===== config.mk =====
export PLATFORM = sky130hd
export DESIGN_NAME = seg_scan_decoder
export DESIGN_NICKNAME = d
export VERILOG_FILES = /design/src/rtl/seg_scan_decoder.sv
export SDC_FILE = /design/constraint.sdc
export NUM_CORES = 1
export LEC_CHECK = 0
export CAP_MARGIN = 20
export CORE_ASPECT_RATIO = 1.4
export CORE_MARGIN = 5
export CORE_UTILIZATION = 50
export CTS_BUF_LIST = sky130_fd_sc_hd__clkbuf_4 sky130_fd_sc_hd__clkbuf_8
export DETAILED_ROUTE_END_ITERATION = 8
export HOLD_SLACK_MARGIN = 0.1
export PLACE_DENSITY = 0.74
export SLEW_MARGIN = 20
export SYNTH_ARGS = -nofsm -noshare
export SYNTH_HDL_FRONTEND = slang
export SYNTH_SLANG_ARGS = --single-unit

===== constraint.sdc =====
create_clock -name clk -period 2.6 [get_ports clk]
set_input_delay 0.39 -clock clk [delete_from_list [all_inputs] [get_ports clk]]
set_output_delay 0.39 -clock clk [all_outputs]
set_load 0.005 [all_outputs]

===== src/rtl/seg_scan_decoder.sv =====
// Recovers BCD digits from a scanned, active-low seven-segment bus: per-sample debounce,
// segment decode and in-order assembly of NUM_DIGITS digits into a frame.
module seg_scan_decoder #(
    parameter int NUM_DIGITS    = 4,
    parameter int STABLE_CYCLES = 2
) (
    input  logic                    clk,
    input  logic                    n_rst,
    input  logic [6:0]              seg_in,
    input  logic [NUM_DIGITS-1:0]   digit_sel,
    output logic [4*NUM_DIGITS-1:0] bcd_out,
    output logic                    frame_valid,
    output logic                    frame_err,
    output logic                    sync_err
);

    localparam int         EW     = $clog2(NUM_DIGITS) + 1;
    localparam logic [3:0] STABLE = 4'(STABLE_CYCLES);

    typedef enum logic {SYNC, COLLECT} state_t;

    state_t                       state, state_n;
    logic [6:0]                   s_seg;
    logic [NUM_DIGITS-1:0]        s_sel;
    logic [3:0]                   stab_cnt, stab_n;
    logic                         same, acc, acc_n;
    logic [EW-1:0]                expect_q, expect_n;
    logic                         err_acc, err_n;
    logic [NUM_DIGITS-1:0][3:0]   shadow, shadow_n, bcd_q, bcd_n, with_new;
    logic                         fv_n, fe_n, se_n;
    logic [4:0]                   dec;
    logic [3:0]                   dig;
    logic                         inv, multi, first, match, last;

    // {invalid, bcd}; unknown patterns decode to F and flag the frame
    function automatic logic [4:0] decode(input logic [6:0] s);
        case (s)
            7'h40:   decode = 5'h00;
            7'h79:   decode = 5'h01;
            7'h24:   decode = 5'h02;
            7'h30:   decode = 5'h03;
            7'h19:   decode = 5'h04;
            7'h12:   decode = 5'h05;
            7'h02:   decode = 5'h06;
            7'h78:   decode = 5'h07;
            7'h00:   decode = 5'h08;
            7'h18:   decode = 5'h09;
            default: decode = 5'h1F;
        endcase
    endfunction

    // Incoming sample is compared against the one already held in s_*, so the counter
    // reaches 1 on the edge that first captures a value and the accept is registered
    // alongside the s_* copy it refers to.
    assign same = ({seg_in, digit_sel} == {s_seg, s_sel});

    always_comb begin
        stab_n = 4'd1;
        if (same)
            stab_n = (stab_cnt >= STABLE) ? STABLE : stab_cnt + 4'd1;
        acc_n = (stab_n == STABLE) && (!same || stab_cnt != STABLE);
    end

    assign dec   = decode(s_seg);
    assign dig   = dec[3:0];
    assign inv   = dec[4];
    assign multi = (s_sel & (s_sel - NUM_DIGITS'(1))) != '0;
    assign first = (s_sel == NUM_DIGITS'(1));
    assign match = (s_sel == (NUM_DIGITS'(1) << expect_q));
    assign last  = (expect_q == EW'(NUM_DIGITS - 1));

    always_comb begin
        for (int i = 0; i < NUM_DIGITS; i++)
            with_new[i] = (expect_q == EW'(i)) ? dig : shadow[i];
    end

    always_comb begin
        state_n  = state;
        shadow_n = shadow;
        err_n    = err_acc;
        expect_n = expect_q;
        bcd_n    = bcd_q;
        fv_n     = 1'b0;
        fe_n     = 1'b0;
        se_n     = 1'b0;
        if (acc && s_sel != '0) begin
            if (multi) begin
                se_n     = 1'b1;
                state_n  = SYNC;
                shadow_n = '0;
                err_n    = 1'b0;
                expect_n = '0;
            end else if (state == SYNC) begin
                if (first) begin
                    if (NUM_DIGITS == 1) begin
                        bcd_n    = shadow;
                        bcd_n[0] = dig;
                        fv_n     = 1'b1;
                        fe_n     = inv;
                    end else begin
                        shadow_n    = '0;
                        shadow_n[0] = dig;
                        err_n       = inv;
                        expect_n    = EW'(1);
                        state_n     = COLLECT;
                    end
                end
            end else if (match) begin
                if (last) begin
                    bcd_n    = with_new;
                    fv_n     = 1'b1;
                    fe_n     = err_acc | inv;
                    state_n  = SYNC;
                    shadow_n = '0;
                    err_n    = 1'b0;
                    expect_n = '0;
                end else begin
                    shadow_n = with_new;
                    err_n    = err_acc | inv;
                    expect_n = expect_q + EW'(1);
                end
            end else if (first) begin
                // digit 0 mid-frame: treat as the start of a fresh frame
                se_n        = 1'b1;
                shadow_n    = '0;
                shadow_n[0] = dig;
                err_n       = inv;
                expect_n    = EW'(1);
            end else begin
                se_n     = 1'b1;
                state_n  = SYNC;
                shadow_n = '0;
                err_n    = 1'b0;
                expect_n = '0;
            end
        end
    end

    always_ff @(posedge clk or negedge n_rst) begin
        if (!n_rst) begin
            state       <= SYNC;
            s_seg       <= '0;
            s_sel       <= '0;
            stab_cnt    <= '0;
            acc         <= 1'b0;
            shadow      <= '0;
            err_acc     <= 1'b0;
            expect_q    <= '0;
            bcd_q       <= '0;
            frame_valid <= 1'b0;
            frame_err   <= 1'b0;
            sync_err    <= 1'b0;
        end else begin
            state       <= state_n;
            s_seg       <= seg_in;
            s_sel       <= digit_sel;
            stab_cnt    <= stab_n;
            acc         <= acc_n;
            shadow      <= shadow_n;
            err_acc     <= err_n;
            expect_q    <= expect_n;
            bcd_q       <= bcd_n;
            frame_valid <= fv_n;
            frame_err   <= fe_n;
            sync_err    <= se_n;
        end
    end

    assign bcd_out = bcd_q;

endmodule


==> run summary <==
In this run the worst hold path is classified as flip-flop to flip-flop. The number of global-route vias before repair is 2040. The headroom to the max-slew limit is 64.04%. The die width came out at 72.70 um. After synthesis, the cell types taking the most area are sky130_fd_sc_hd__dfrtp_1 (47%), sky130_fd_sc_hd__xor2_1 (4.8%), sky130_fd_sc_hd__nand2_1 (3.8%). The count of cell types in the netlist came out at 61. The beginning of the worst hold path is shadow[0]. The instance count of the mapped netlist came out at 270. The clock tree synthesis step divided the H-tree into 2 levels. The worst setup path is launched from a flip-flop. The core region is 5445 um2.

After synthesis, the most frequently instantiated cells are sky130_fd_sc_hd__dfrtp_1 (52), sky130_fd_sc_hd__nand2_1 (28), sky130_fd_sc_hd__inv_1 (24). Post-CTS timing repair inserted 0 buffers for setup. At the worst endpoint, the required time is 2790 ps. The area share of the largest cell type after synthesis came out at 47.29%. Setup repair after global routing left no endpoint under its margin. The flow ran to the end, and the final reports show no timing, DRC or antenna violations.

The setup skew after layout came out at 6.252 ps. The count of final hold-check violations came out at 0. The most common cell in the synthesized netlist is sky130_fd_sc_hd__dfrtp_1. For this design the static power due to leakage is 0.001404 uW. At the worst endpoint, the arrival time is 2600 ps. The detailed router's first-iteration violation count came out at 89. The iteration count of the initial detailed-routing pass came out at 4. The number of gates resized after CTS came out at 0. The number of buffers between clock root and the deepest sink is 2. The number of rows created at floorplan is 32. The sink count of the clock tree is 52.

The total of endpoints with negative setup slack in the final report came out at 0. The die area is 7107 um2. The clock root buffer master is sky130_fd_sc_hd__clkbuf_8.

Counting cells, the worst reg-to-reg path comes to 8. Once detail routing completed, the nets flagged for antenna violations numbered 0. Using the TritonRoute via totals, the vias-per-cell ratio works out to 5.692. In this run the worst setup path begins at expect_q[0]. The number of antenna violations at the first check in global routing is 0. The layout has 514 filler cells. The hold-fix buffer count after cts came out at 1.

The source of the worst register-to-register timing path is expect_q[0]. Dividing the detail-routed wire length by the instance count gives 14.55 um. The repair_antennas step left the layout with diodes totalling 0. The cell taking the most area after synthesis is sky130_fd_sc_hd__dfrtp_1.

The number of nets in the synthesized netlist is 289. The number of pins with negative max-slew slack in the final report was 0. For this run, the post-layout net count is 317. The die outline height came out at 97.77 um. The worst ir drop on vdd is 342.1 uV. Once placement completed, the tool counted placed cells totaling 358. The power per unit of standard cell area is 448.4 nW/um2.

The largest fanout on the critical path came out at 18. The number of max-cap violations came out at 0. The half-perimeter wire length after placement is 4133 um. The Yosys warning count came out at 0. The worst hold path passes through 2 cells.

The fraction of layout instances using a drive strength above 1 is 11.04%. Summing over every cut layer, the via total after detailed routing is 2089. The worst setup path is of the flip-flop to flip-flop kind. The count of flip-flops with a built-in enable after synthesis came out at 0. The final weighted congestion of routability-driven global placement is 0.9338. The later pin in the worst-skew pair is clocked with a latency of 300 ps. In the synthesized netlist the async set-or-reset flop fraction comes to 100.0%.

The count of input and output buffers came out at 31. Clock tree synthesis inserted a total of 5 buffers. Global routing finished with a remaining overflow of 0. The initial core utilization came out at 50.53%.

TritonCTS built the clock tree. The post-route setup TNS came out at 0 ps. After layout, the minimum clock period comes to 2411 ps. After synthesis the netlist holds a flip-flop and latch count of 52. The worst setup path is captured at a flip-flop. Compared with the post-synthesis result, the final layout area differs by 16.14%. The post-synthesis cell area is 2751 um2. The count of placed standard cells in the final layout, fillers left out came out at 367. The pin count of the biggest net entering global routing is 24. At the pin with the least slew margin, the transition time is 539.4 ps. The wire length reported by the detailed router is 5341 um. The global-route wire length before repair is 9039 um.

The synthesized area per cell came out at 10.19 um2. The most used flip-flop cell after synthesis is sky130_fd_sc_hd__dfrtp_1. The fraction of the yosys area taken by sequential cells came out at 47.29%.

For this run, the total global-route usage over all layers was measured as 15.91%. The number of ports placed on the die boundary came out at 32. After detailed routing, the number of remaining DRC violations is 0.

Clock-pin slew was measured on the worst setup and hold paths at 90 ps. Timing would allow up to 414.8 MHz. The final critical path takes up 92.72% of the cycle.
## area by class of cell
type,instances,area (um2),area share (%)
Clock inverter,1,7.507,0.2349
Tap cell,68,85.08,2.662
Clock buffer,7,90.09,2.819
Inverter,24,90.09,2.819
Sequential cell,52,1301,40.72
Multi-Input combinational cell,179,1264,39.55
Timing Repair Buffer,36,357.8,11.20
## registers in the layout, summed over array words and instances, names as in the netlist
signal and flops:
bcd_out 16, shadow 12, s_seg 7, s_sel 4, stab_cnt 4, expect_q 3
acc 1, err_acc 1, frame_err 1, frame_valid 1, state 1, sync_err 1
## cells by family after synthesis
logic type               after synthesis  share of synthesized area (%)
XOR/XNOR                              16                          5.093
buffers and inverters                 39                          6.776
multiplexers                          16                          6.913
AO/OA/AOI/OAI                         57                          15.33
other                                  1                         0.1363
flip-flops                            52                          47.29
AND/OR/NAND/NOR                       82                          15.37
adder cells (fa/ha/maj)                7                          3.092
## report_power, final
group          internal (uW)  switching (uW)
clock network            227             255
logic                   48.5            58.3
registers                818            26.0
## final timing paths
path	endpoint	slack (ps)
setup / recovery	bcd_out[7]	190
hold reg to reg	shadow[0]	500
min in group asynchronous	shadow[2]	600
hold / removal	shadow[0]	500
max in group asynchronous	bcd_out[8]	1390
setup reg to reg	bcd_out[7]	190
## layer usage
layer  vias up  routed length, um  track usage, %
met3        16                249           2.884
met1      1007               2161           18.93
met2        59               2758           27.33
li1       1007                  -               -
met4         0                172           7.102
met5         -                  0               0
## through the flow
| step | util (%) | hold slack, ps | area, um2 | power [uW] | setup slack, ps |
|---|---|---|---|---|---|
| floorplan | - | 94.41 | 2751 | 915.3 | 426.4 |
| global placement | 56.71 | 393.5 | 3088 | 962.7 | 324.3 |
| detailed placement | 56.71 | 400.7 | 3088 | 965.7 | 223.0 |
| CTS | 58.69 | 505.7 | 3196 | 1449 | 200.4 |
| global route | 58.69 | 538.9 | 3196 | 1498 | 59.15 |
| finish | 58.69 | 500.0 | 3196 | 1433 | 189.2 |
## critical path: stages (launching register included)
cell                      delay [ps]
sky130_fd_sc_hd__dfrtp_1         400
sky130_fd_sc_hd__inv_1            90
sky130_fd_sc_hd__ha_1            260
sky130_fd_sc_hd__nor4b_1         360
sky130_fd_sc_hd__nand2_1         140
sky130_fd_sc_hd__nand3_1         240
sky130_fd_sc_hd__and4b_1         280
sky130_fd_sc_hd__buf_12          180
sky130_fd_sc_hd__mux2_2          340
## placed cells by master (no fill, tap or decap), drive strengths merged, types with 2 or more instances in the layout
cell type	netlist	final
ha	6	6
o32ai	9	9
inv	24	24
nor3b	2	2
nand2	28	28
nand3	6	6
mux2	12	12
nand4	3	3
o22ai	4	4
xor2	15	15
dfrtp	52	52
nand3b	2	2
a31oi	3	3
a21oi	8	8
nor4	4	4
a2bb2oi	2	2
clkdlybuf4s50	0	30
nor2b	2	2
clkbuf	2	7
and3	6	6
nor3	5	5
nand2b	2	2
o31ai	2	2
a32oi	2	2
o21ai	13	13
mux2i	4	4
nor2	12	12
o211ai	2	2
or2	3	3
buf	13	5
Power figures use the tool's default switching activity.
==> RTL change, RTL diff (same settings) <==
The parameter `NUM_DIGITS` goes from 4 to 8.
--- a/src/rtl/seg_scan_decoder.sv
+++ b/src/rtl/seg_scan_decoder.sv
@@ -1,7 +1,7 @@
 // Recovers BCD digits from a scanned, active-low seven-segment bus: per-sample debounce,
 // segment decode and in-order assembly of NUM_DIGITS digits into a frame.
 module seg_scan_decoder #(
-    parameter int NUM_DIGITS    = 4,
+    parameter int NUM_DIGITS    = 8,
     parameter int STABLE_CYCLES = 2
 ) (
     input  logic                    clk,
Interface: changed (resized bcd_out and digit_sel); port bits go from 32 to 52. The function was not compared with the original's and may differ.
==> RTL change against the unedited design <==
  * The flow now finishes with violations (negative setup slack)
  * Via count increased by 86%
  * Cell count increased by 77%
  * Sequential cell count is 37 higher
  * Count of clock-buffer cells in the layout grew 4
  * Synthesized area up 72%
  * Setup slack got worse by 320 ps
  * Non-clock buffer count up 73
  * Final area rose by 91%
  * Routed wire length up 120%
  * Power increased by 75%
  * Global-route usage up 5.0 points
  * Largest power group unchanged
  * Highest routed layer unchanged
==> RTL change: results (changes against the unedited design) <==
Drt
  – DR vias: 3895 (+86%)
  – Via density: 5.98 (+5.1%)

Logic synthesis
  – Multiplexer area fraction after synthesis: 0.0926 (+0.0234)
  – Synth cell count leaders: dfrtp_1 (89), nand2_1 (38), inv_1 (35)
  – Compound-cell area share of the yosys netlist: 0.162 (+0.00914)
  – Synthesized Nets: 474 (+64%)
  – Unique cell type count in the Yosys netlist: 65 (+6.6%)

STA
  – Setup Viol. Count Final: 32 (+32)
  – Setup TNS Final: -3250 ps (-3250 ps)
  – Setup ws final: -134 ps (-323 ps)

Finish
  – Number of fill cells: 755 (+47%)
  – Non-clock buffer count: 109 (+200%)
  – Inverters: 35 (+46%)
  – NonClk Buf Share: 0.174 (+0.0618)
  – Final net count: 562 (+77%)
  – Register area: 0.00223 mm² (+71%)

Run status
  – Status: finished, violations left
  – Failing checks: negative setup slack

GRT
  – Routing usage on met3: 0.0313 (+0.00241)
  – Met2 Usage GRT: 0.381 (+0.108)
  – Wire length of the first global-routing pass: 18900 µm (+110%)
  – Pin count of the biggest net entering global routing: 52 (+120%)

Power
  – Maximum vdd ir drop: 0.273 mV (-20%)
  – Leakage: 0.00271 µW (+93%)
  – Sequential Power Share: 0.562 (-0.027)
  – P_clk: 902 µW (+87%)

Setup path
  – WP data arrival: 3000 ps (+400 ps)
  – Worst Path Max Fanout: 8 (-10)
  – Slowest CP cell: or3_4
## RTL change: cell count changes after synthesis, moves of 5 or more
cell / change
dfrtp_1: +37
mux2_4: +19
clkbuf_1: +18
a32o_1: +13
inv_1: +11
o21ai_0: +11
nand2_1: +10
xnor2_1: +8
buf_2: -6
mux2_2: -6
nor2_1: +6
a31oi_1: +5
nor4_1: +5
## RTL change: worst paths after layout
kind                            cells after the start  slack [ps]     endpoint    startpoint
min in group asynchronous                           2         530  bcd_out[10]         n_rst
worst min register to register                      1         490   shadow[19]    shadow[19]
max in group asynchronous                           3        1430    frame_err         n_rst
worst max register to register                     10        -130  bcd_out[22]   expect_q[0]
worst max-delay path                               10        -130  bcd_out[22]   expect_q[0]
worst min-delay path                                1         490     s_sel[6]  digit_sel[6]
## RTL change: per-stage QoR
step	cell area (µm²)	power [µW]
final	6100	2500
after global routing	6100	2590
after CTS	5950	2520
after detailed placement	5590	1620
after global placement	5590	1610
after floorplan	4770	1520
